==> src/rtl/mem_access_arbiter_if.sv <==
// Bus bundle for mem_access_arbiter: fetch and data requester handshakes
// plus the shared MAIN_MEMORY RD/WR/ACK port.
// slave  : arbiter side
// master : requester/memory side (testbench or surrounding glue)
interface mem_access_arbiter_if #(
  parameter int DATAWIDTH_BUS = 32
);
  logic                     MEM_ARB_F_REQ;
  logic [DATAWIDTH_BUS-1:0] MEM_ARB_F_ADDR;
  logic                     MEM_ARB_F_DONE;
  logic                     MEM_ARB_D_REQ;
  logic                     MEM_ARB_D_WE;
  logic [DATAWIDTH_BUS-1:0] MEM_ARB_D_ADDR;
  logic [DATAWIDTH_BUS-1:0] MEM_ARB_D_WDATA;
  logic                     MEM_ARB_D_DONE;
  logic [DATAWIDTH_BUS-1:0] MEM_ARB_RDATA_OutBUS;
  logic                     MEM_ARB_ERROR;
  logic                     MEM_ARB_GNT;
  logic                     MEM_ARB_BUSY;
  logic                     MEM_ARB_MEM_RD;
  logic                     MEM_ARB_MEM_WR;
  logic [DATAWIDTH_BUS-1:0] MEM_ARB_MEM_ADDR;
  logic [DATAWIDTH_BUS-1:0] MEM_ARB_MEM_WDATA;
  logic [DATAWIDTH_BUS-1:0] MEM_ARB_MEM_RDATA_InBUS;
  logic                     MEM_ARB_MEM_ACK;

  modport slave (
    input  MEM_ARB_F_REQ, MEM_ARB_F_ADDR,
    input  MEM_ARB_D_REQ, MEM_ARB_D_WE, MEM_ARB_D_ADDR, MEM_ARB_D_WDATA,
    input  MEM_ARB_MEM_RDATA_InBUS, MEM_ARB_MEM_ACK,
    output MEM_ARB_F_DONE, MEM_ARB_D_DONE, MEM_ARB_RDATA_OutBUS,
    output MEM_ARB_ERROR, MEM_ARB_GNT, MEM_ARB_BUSY,
    output MEM_ARB_MEM_RD, MEM_ARB_MEM_WR, MEM_ARB_MEM_ADDR, MEM_ARB_MEM_WDATA
  );

  modport master (
    output MEM_ARB_F_REQ, MEM_ARB_F_ADDR,
    output MEM_ARB_D_REQ, MEM_ARB_D_WE, MEM_ARB_D_ADDR, MEM_ARB_D_WDATA,
    output MEM_ARB_MEM_RDATA_InBUS, MEM_ARB_MEM_ACK,
    input  MEM_ARB_F_DONE, MEM_ARB_D_DONE, MEM_ARB_RDATA_OutBUS,
    input  MEM_ARB_ERROR, MEM_ARB_GNT, MEM_ARB_BUSY,
    input  MEM_ARB_MEM_RD, MEM_ARB_MEM_WR, MEM_ARB_MEM_ADDR, MEM_ARB_MEM_WDATA
  );
endinterface

==> src/rtl/mem_access_arbiter.sv <==
// mem_access_arbiter: shares one MAIN_MEMORY RD/WR/ACK port between the
// instruction-fetch requester (read-only) and the datapath load/store
// requester. One request is latched at a time, the memory strobe is held
// until ACK or watchdog expiry, then a one-cycle DONE goes to the granted side.
// Optional build macro MEM_ARB_ROUND_ROBIN_EN: alternate grants under
// contention; without it the data port always wins a tie.
module mem_access_arbiter #(
  parameter int DATAWIDTH_BUS     = 32,
  parameter int TIMEOUT_CYCLES    = 255,
  parameter int DATAWIDTH_TIMEOUT = 16
) (
  input  logic                      MEM_ARB_CLOCK_50,
  input  logic                      MEM_ARB_RESET_InLow,
  mem_access_arbiter_if.slave       bus
);

  typedef enum logic [1:0] {S_IDLE, S_ACCESS, S_RESP, S_RELEASE} state_t;

  localparam logic [DATAWIDTH_TIMEOUT-1:0] WD_LAST = DATAWIDTH_TIMEOUT'(TIMEOUT_CYCLES - 1);
  localparam logic [DATAWIDTH_TIMEOUT-1:0] WD_ONE  = DATAWIDTH_TIMEOUT'(1);

  state_t                       r_state;
  logic                         r_armed;   // request latched, strobe goes out next edge
  logic                         r_we;
  logic                         r_gnt;
  logic                         r_rd;
  logic                         r_wr;
  logic [DATAWIDTH_BUS-1:0]     r_addr;
  logic [DATAWIDTH_BUS-1:0]     r_wdata;
  logic [DATAWIDTH_BUS-1:0]     r_rdata;
  logic                         r_f_done;
  logic                         r_d_done;
  logic                         r_error;
  logic                         r_busy;
  logic [DATAWIDTH_TIMEOUT-1:0] r_wdog;

  logic w_any_req;
  logic w_pick_d;
  logic w_wd_last;

  assign w_any_req = bus.MEM_ARB_F_REQ | bus.MEM_ARB_D_REQ;
  assign w_wd_last = (r_wdog == WD_LAST);

`ifdef MEM_ARB_ROUND_ROBIN_EN
  // last served side: 0 = fetch, 1 = data
  logic r_last;

  // On a tie the side that was not served last wins
  assign w_pick_d = bus.MEM_ARB_D_REQ & (~bus.MEM_ARB_F_REQ | ~r_last);

  // Remember who got the most recent grant
  always_ff @(posedge MEM_ARB_CLOCK_50 or negedge MEM_ARB_RESET_InLow) begin
    if (!MEM_ARB_RESET_InLow)                      r_last <= 1'b0;
    else if (r_state == S_IDLE && !r_armed && w_any_req) r_last <= w_pick_d;
  end
`else
  // Fixed priority: data beats fetch (fetch can starve under steady data load)
  assign w_pick_d = bus.MEM_ARB_D_REQ;
`endif

  // Main sequencer: latch, strobe, respond, wait out a lingering ACK
  always_ff @(posedge MEM_ARB_CLOCK_50 or negedge MEM_ARB_RESET_InLow) begin
    if (!MEM_ARB_RESET_InLow) begin
      r_state  <= S_IDLE;
      r_armed  <= 1'b0;
      r_we     <= 1'b0;
      r_gnt    <= 1'b0;
      r_rd     <= 1'b0;
      r_wr     <= 1'b0;
      r_addr   <= '0;
      r_wdata  <= '0;
      r_rdata  <= '0;
      r_f_done <= 1'b0;
      r_d_done <= 1'b0;
      r_error  <= 1'b0;
      r_busy   <= 1'b0;
      r_wdog   <= '0;
    end else begin
      r_f_done <= 1'b0;
      r_d_done <= 1'b0;
      case (r_state)
        S_IDLE: begin
          if (r_armed) begin
            r_armed <= 1'b0;
            r_rd    <= ~r_we;
            r_wr    <= r_we;
            r_state <= S_ACCESS;
            r_busy  <= 1'b1;
          end else if (w_any_req) begin
            r_armed <= 1'b1;
            r_gnt   <= w_pick_d;
            r_we    <= w_pick_d & bus.MEM_ARB_D_WE;
            r_addr  <= w_pick_d ? bus.MEM_ARB_D_ADDR : bus.MEM_ARB_F_ADDR;
            r_wdata <= w_pick_d ? bus.MEM_ARB_D_WDATA : '0;
            r_wdog  <= '0;
          end
        end
        S_ACCESS: begin
          r_wdog <= r_wdog + WD_ONE;
          // ACK beats an expiring watchdog in the same cycle
          if (bus.MEM_ARB_MEM_ACK || w_wd_last) begin
            r_rd     <= 1'b0;
            r_wr     <= 1'b0;
            r_f_done <= ~r_gnt;
            r_d_done <= r_gnt;
            r_error  <= ~bus.MEM_ARB_MEM_ACK;
            r_state  <= S_RESP;
            if (bus.MEM_ARB_MEM_ACK && !r_we) r_rdata <= bus.MEM_ARB_MEM_RDATA_InBUS;
          end
        end
        S_RESP: begin
          r_error <= 1'b0;
          if (bus.MEM_ARB_MEM_ACK) begin
            r_state <= S_RELEASE;
          end else begin
            r_state <= S_IDLE;
            r_busy  <= 1'b0;
          end
        end
        S_RELEASE: begin
          // a still-high ACK must not complete the next access
          if (!bus.MEM_ARB_MEM_ACK) begin
            r_state <= S_IDLE;
            r_busy  <= 1'b0;
          end
        end
        default: begin
          r_state <= S_IDLE;
          r_busy  <= 1'b0;
        end
      endcase
    end
  end

  assign bus.MEM_ARB_F_DONE       = r_f_done;
  assign bus.MEM_ARB_D_DONE       = r_d_done;
  assign bus.MEM_ARB_RDATA_OutBUS = r_rdata;
  assign bus.MEM_ARB_ERROR        = r_error;
  assign bus.MEM_ARB_GNT          = r_gnt;
  assign bus.MEM_ARB_BUSY         = r_busy;
  assign bus.MEM_ARB_MEM_RD       = r_rd;
  assign bus.MEM_ARB_MEM_WR       = r_wr;
  assign bus.MEM_ARB_MEM_ADDR     = r_addr;
  assign bus.MEM_ARB_MEM_WDATA    = r_wdata;

endmodule

==> src/flat_wrapper.sv <==
// flat-port wrapper written by rule: the top's interface ports become plain ports
module mem_access_arbiter_flat 
#(
  parameter int DATAWIDTH_BUS     = 32,
  parameter int TIMEOUT_CYCLES    = 255,
  parameter int DATAWIDTH_TIMEOUT = 16
)
  (MEM_ARB_CLOCK_50, MEM_ARB_RESET_InLow, bus_MEM_ARB_F_REQ, bus_MEM_ARB_F_ADDR, bus_MEM_ARB_D_REQ, bus_MEM_ARB_D_WE, bus_MEM_ARB_D_ADDR, bus_MEM_ARB_D_WDATA, bus_MEM_ARB_MEM_RDATA_InBUS, bus_MEM_ARB_MEM_ACK, bus_MEM_ARB_F_DONE, bus_MEM_ARB_D_DONE, bus_MEM_ARB_RDATA_OutBUS, bus_MEM_ARB_ERROR, bus_MEM_ARB_GNT, bus_MEM_ARB_BUSY, bus_MEM_ARB_MEM_RD, bus_MEM_ARB_MEM_WR, bus_MEM_ARB_MEM_ADDR, bus_MEM_ARB_MEM_WDATA);
  mem_access_arbiter_if #(.DATAWIDTH_BUS(DATAWIDTH_BUS)) bus_i ();
  input  logic MEM_ARB_CLOCK_50;
  input  logic MEM_ARB_RESET_InLow;
  input wire logic [$bits(bus_i.MEM_ARB_F_REQ)-1:0] bus_MEM_ARB_F_REQ;
  input wire logic [$bits(bus_i.MEM_ARB_F_ADDR)-1:0] bus_MEM_ARB_F_ADDR;
  input wire logic [$bits(bus_i.MEM_ARB_D_REQ)-1:0] bus_MEM_ARB_D_REQ;
  input wire logic [$bits(bus_i.MEM_ARB_D_WE)-1:0] bus_MEM_ARB_D_WE;
  input wire logic [$bits(bus_i.MEM_ARB_D_ADDR)-1:0] bus_MEM_ARB_D_ADDR;
  input wire logic [$bits(bus_i.MEM_ARB_D_WDATA)-1:0] bus_MEM_ARB_D_WDATA;
  input wire logic [$bits(bus_i.MEM_ARB_MEM_RDATA_InBUS)-1:0] bus_MEM_ARB_MEM_RDATA_InBUS;
  input wire logic [$bits(bus_i.MEM_ARB_MEM_ACK)-1:0] bus_MEM_ARB_MEM_ACK;
  output wire logic [$bits(bus_i.MEM_ARB_F_DONE)-1:0] bus_MEM_ARB_F_DONE;
  output wire logic [$bits(bus_i.MEM_ARB_D_DONE)-1:0] bus_MEM_ARB_D_DONE;
  output wire logic [$bits(bus_i.MEM_ARB_RDATA_OutBUS)-1:0] bus_MEM_ARB_RDATA_OutBUS;
  output wire logic [$bits(bus_i.MEM_ARB_ERROR)-1:0] bus_MEM_ARB_ERROR;
  output wire logic [$bits(bus_i.MEM_ARB_GNT)-1:0] bus_MEM_ARB_GNT;
  output wire logic [$bits(bus_i.MEM_ARB_BUSY)-1:0] bus_MEM_ARB_BUSY;
  output wire logic [$bits(bus_i.MEM_ARB_MEM_RD)-1:0] bus_MEM_ARB_MEM_RD;
  output wire logic [$bits(bus_i.MEM_ARB_MEM_WR)-1:0] bus_MEM_ARB_MEM_WR;
  output wire logic [$bits(bus_i.MEM_ARB_MEM_ADDR)-1:0] bus_MEM_ARB_MEM_ADDR;
  output wire logic [$bits(bus_i.MEM_ARB_MEM_WDATA)-1:0] bus_MEM_ARB_MEM_WDATA;
  assign bus_i.MEM_ARB_F_REQ = bus_MEM_ARB_F_REQ;
  assign bus_i.MEM_ARB_F_ADDR = bus_MEM_ARB_F_ADDR;
  assign bus_i.MEM_ARB_D_REQ = bus_MEM_ARB_D_REQ;
  assign bus_i.MEM_ARB_D_WE = bus_MEM_ARB_D_WE;
  assign bus_i.MEM_ARB_D_ADDR = bus_MEM_ARB_D_ADDR;
  assign bus_i.MEM_ARB_D_WDATA = bus_MEM_ARB_D_WDATA;
  assign bus_i.MEM_ARB_MEM_RDATA_InBUS = bus_MEM_ARB_MEM_RDATA_InBUS;
  assign bus_i.MEM_ARB_MEM_ACK = bus_MEM_ARB_MEM_ACK;
  assign bus_MEM_ARB_F_DONE = bus_i.MEM_ARB_F_DONE;
  assign bus_MEM_ARB_D_DONE = bus_i.MEM_ARB_D_DONE;
  assign bus_MEM_ARB_RDATA_OutBUS = bus_i.MEM_ARB_RDATA_OutBUS;
  assign bus_MEM_ARB_ERROR = bus_i.MEM_ARB_ERROR;
  assign bus_MEM_ARB_GNT = bus_i.MEM_ARB_GNT;
  assign bus_MEM_ARB_BUSY = bus_i.MEM_ARB_BUSY;
  assign bus_MEM_ARB_MEM_RD = bus_i.MEM_ARB_MEM_RD;
  assign bus_MEM_ARB_MEM_WR = bus_i.MEM_ARB_MEM_WR;
  assign bus_MEM_ARB_MEM_ADDR = bus_i.MEM_ARB_MEM_ADDR;
  assign bus_MEM_ARB_MEM_WDATA = bus_i.MEM_ARB_MEM_WDATA;
  mem_access_arbiter #(.DATAWIDTH_BUS(DATAWIDTH_BUS), .TIMEOUT_CYCLES(TIMEOUT_CYCLES), .DATAWIDTH_TIMEOUT(DATAWIDTH_TIMEOUT)) u_core (.MEM_ARB_CLOCK_50(MEM_ARB_CLOCK_50), .MEM_ARB_RESET_InLow(MEM_ARB_RESET_InLow), .bus(bus_i));
endmodule
==> config.mk <==
export PLATFORM = sky130hd
export DESIGN_NAME = mem_access_arbiter_flat
export DESIGN_NICKNAME = d
export VERILOG_FILES = /design/src/rtl/mem_access_arbiter_if.sv /design/src/rtl/mem_access_arbiter.sv /design/src/flat_wrapper.sv
export SDC_FILE = /design/constraint.sdc
export NUM_CORES = 1
export LEC_CHECK = 0
export BUFFER_PORTS_ARGS = -buffer_cell sky130_fd_sc_hd__buf_2
export CAP_MARGIN = 20
export CORE_MARGIN = 1.5
export CORE_UTILIZATION = 50
export DETAILED_ROUTE_END_ITERATION = 10
export GPL_TIMING_DRIVEN = 0
export PLACE_DENSITY = 0.95
export SETUP_SLACK_MARGIN = 0.5
export SKIP_CTS_REPAIR_TIMING = 1
export SKIP_LAST_GASP = 1
export SLEW_MARGIN = 20
export SYNTH_ARGS = -nofsm -noshare
export SYNTH_HDL_FRONTEND = slang
export SYNTH_SLANG_ARGS = --single-unit
==> constraint.sdc <==
create_clock -name MEM_ARB_CLOCK_50 -period 4.75 [get_ports MEM_ARB_CLOCK_50]
set_input_delay 0.95 -clock MEM_ARB_CLOCK_50 [delete_from_list [all_inputs] [get_ports MEM_ARB_CLOCK_50]]
set_output_delay 0.95 -clock MEM_ARB_CLOCK_50 [all_outputs]
set_load 0.01 [all_outputs]
==> results by group <==
Outcome
  • Outcome: complete, no violations

Min path
  • Hold WC Path Type: in -> async

Synth
  • Number of synthesized flops with an enable pin: 0
  • Register area share after synthesis: 60.67%
  • #FFs+latches synth: 123
  • Post-synth cell types: 40
  • Asr flop ratio synth: 100.0%
  • Synth Instances: between 400 and 500
  • Cell area after synthesis: approximately 5100 sq um
  • Synth Flop Type: dfrtp_1
  • Synth Warn #: 0
  • Mean Syn Cell Area: between 10 and 15 sq um
  • Mapped Nets: 554

Layout
  • Final std cells w/o fill: roughly 800
  • Design Area, Final: between 7000 and 8000 sq um
  • Layout overhead on the synthesized area: 39.11%
  • Nets: 809
  • Most common cell after layout, fill and taps aside: buf_2
  • Most frequent cells in the layout: buf_2, dfrtp_1, nand2_1
  • Layout cells sized above 1: 45.63%

Global routing
  • Vias in the first global route: roughly 4500
  • Total global-route track usage: between 20% and 30%
  • Initial antenna violation count: 2
  • Wire length of the first global-routing pass: 22.47 mm
  • Gr ovfl total: 0
  • Largest net degree at the start of global routing: 88

Timing
  • Crit share post-route: 47.45%
  • Slew @ Worst Pin: between 0.8 and 0.9 ns
  • Peak Freq: approximately 0.44 GHz
  • Clock Skew: around 0.0057 ns
  • Endpoints failing hold: 0
  • Fin Setup TNS: 0 ns
  • Worst rel slew slack: a little over two fifths
  • Clock period minus worst slack: 2.254 ns
  • Final setup violation count: 0
  • Slew Limit Fails: 0
  • RSZ-0062 raised after global routing: false

Critical path
  • CP peak stage delay: around 0.71 ns
  • CP most frequent cell: buf_2
  • Worst path required time: just over 5 ns
  • Worst setup EP type: register
  • WP buf/inv: 3
  • Kind of critical path: in -> reg
  • Reg2reg setup slack: approximately 2.9 ns
  • Crit path launch type: primary input
  • CP delay by family, top: compound AO/OA/AOI/OAI gates
  • CP arrival: between 2 and 3 ns
  • Critical Path, Cell by Cell: buf_2, o21ai_1, buf_2, buf_2, nand2_1, o21ai_0
  • Slowest cell on crit path: o21ai_1
  • Worst Path Max Fanout: 10

Die
  • Die area: 10760 sq um
  • Die X: between 100 and 150 microns
  • Initial Utilization: between 50% and 60%
  • Io pins: around 240
  • Cell Rows: 36
  • Core ar.: ~9800 sq um
  • DIE HEIGHT: 103.7 microns

Pwr
  • Max VDD drop: ~0.00037 V
  • Pwr Density: about 660 nW/um^2
  • Static Leak: approximately 3.7 nW

CTS
  • Max Root-Sink Buffers: 2
  • TritonCTS Buffers: 17
  • H-tree Lvls: 4
  • Root Driver: clkbuf_8
  • CTS tree: built
  • Clk_lat worst skew: roughly 0.51 ns
  • Clock sink count: around 120
  • CTS clk-pin slew, worst paths: 0.06 ns

Drt
  • DRT Wirelength: roughly 14 mm
  • Final ANT Viol Nets: 0
  • Met3 Routed Length: 944 microns
  • Initial DRT Pass Iterations: 4
  • DR vias: around 4400
  • Initial drt markers: between 200 and 300
  • DRC viols: 0
  • WL met2: around 7.5 mm
  • Detailed-route wire length per cell: between 15 and 20 microns
  • Top Layer Used: met4
  • M1 wire length: about 5.3 mm
  • Avg Vias per Cell: 5.343

Placed design
  • Routability cong.: 0.8110
  • PortBufs: roughly 240
  • DP Cell Count: between 700 and 800
  • Detailed placer's ending HPWL: ~11 mm
  • Post-DP Area: approximately 6400 sq um

Job
  • Max_cap viols: 0
sequential cells by signal (all words and copies together) (netlist names):
register and flops:
u_core.bus.MEM_ARB_MEM_RD 1, u_core.bus.MEM_ARB_MEM_WDATA 32, u_core.bus.MEM_ARB_MEM_WR 1, u_core.bus.MEM_ARB_F_DONE 1, u_core.bus.MEM_ARB_GNT 1, u_core.r_armed 1
u_core.bus.MEM_ARB_MEM_ADDR 32, u_core.r_state 2, u_core.bus.MEM_ARB_ERROR 1, u_core.bus.MEM_ARB_BUSY 1, u_core.r_wdog 16, u_core.r_we 1
u_core.bus.MEM_ARB_D_DONE 1, u_core.bus.MEM_ARB_RDATA_OutBUS 32
worst register-to-register path: cells and delay by family, from the launching register on:
family	cells	cell delay, ns
AND/OR/NAND/NOR	2	0.18
AO/OA/AOI/OAI	2	0.57
buffers and inverters	2	0.62
flip-flops	1	0.43
power by group:
group	leakage (nW)	switching (W)	internal, W
registers	1.55	0.000265	0.00149
clock network	0.285	0.000488	0.000811
logic	1.83	0.000888	0.000726
total	3.66	0.00164	0.00302
worst paths after layout:
kind                                               startpoint  cells after the start                         endpoint
max                                         bus_MEM_ARB_D_REQ                      6  u_core.bus.MEM_ARB_MEM_ADDR[17]
min reg2reg                    u_core.bus.MEM_ARB_MEM_ADDR[8]                      2   u_core.bus.MEM_ARB_MEM_ADDR[8]
min in group MEM_ARB_CLOCK_50  u_core.bus.MEM_ARB_MEM_ADDR[8]                      2   u_core.bus.MEM_ARB_MEM_ADDR[8]
max in group asynchronous                 MEM_ARB_RESET_InLow                      2                u_core.r_wdog[12]
max reg2reg                                 u_core.r_state[0]                      6  u_core.bus.MEM_ARB_MEM_ADDR[17]
min                                       MEM_ARB_RESET_InLow                      1  u_core.bus.MEM_ARB_MEM_WDATA[6]
kinds of logic after synthesis:
logic type	after synthesis	share of synthesized area (%)
flip-flops	123	60.67
buffers and inverters	35	2.787
AO/OA/AOI/OAI	107	14.16
AND/OR/NAND/NOR	84	7.892
multiplexers	67	14.01
adder cells (fa/ha/maj)	2	0.4931
cell type report:
cell class,instances,area (sq um)
Antenna cell,2,5.005
Buffer,27,111.4
Clock buffer,18,417.9
Clock inverter,14,185.2
Fill cell,690,2761
Inverter,8,30.03
Multi-Input combinational cell,260,1854
Sequential cell,123,3078
Tap cell,133,166.4
Timing Repair Buffer,236,1210
Yosys cell counts, types with 3 or more instances:
master / instances / area, sq um
dfrtp_1: 123 / 3078
nand2_1: 47 / 176.4
o21ai_0: 44 / 220.2
mux2i_1: 35 / 350.3
a22o_1: 33 / 289.0
mux2_2: 32 / 360.4
clkbuf_1: 17 / 63.81
a21oi_1: 8 / 40.04
buf_2: 8 / 40.04
inv_1: 8 / 30.03
nor2_1: 6 / 22.52
nand3_1: 5 / 25.02
nor3_1: 5 / 25.02
nand4_1: 4 / 25.02
o211ai_1: 4 / 30.03
o31ai_1: 4 / 30.03
a31oi_1: 3 / 18.77
and2_1: 3 / 18.77
routing by layer:
layer | global-route usage, % | vias up
li1 | - | 2031
met1 | 29.18 | 2111
met2 | 48.19 | 206
met3 | 6.608 | 39
met4 | 13.89 | 0
met5 | 0 | -
stage by stage:
step | util, % | power, W | worst slack [ns] | hold slack [ns]
3_3_place_gp | 65.34 | 0.003252 | 1.390 | 0.4537
4_1_cts | 71.83 | 0.004700 | 2.453 | 0.3243
2_1_floorplan | - | 0.002631 | 2.654 | 0.4373
3_5_place_dp | 65.69 | 0.003383 | 1.944 | 0.4653
6_report | 71.88 | 0.004665 | 2.496 | 0.3301
5_1_grt | 71.88 | 0.004937 | 2.393 | 0.3335
Note: power is estimated with default switching activity, not from simulation.
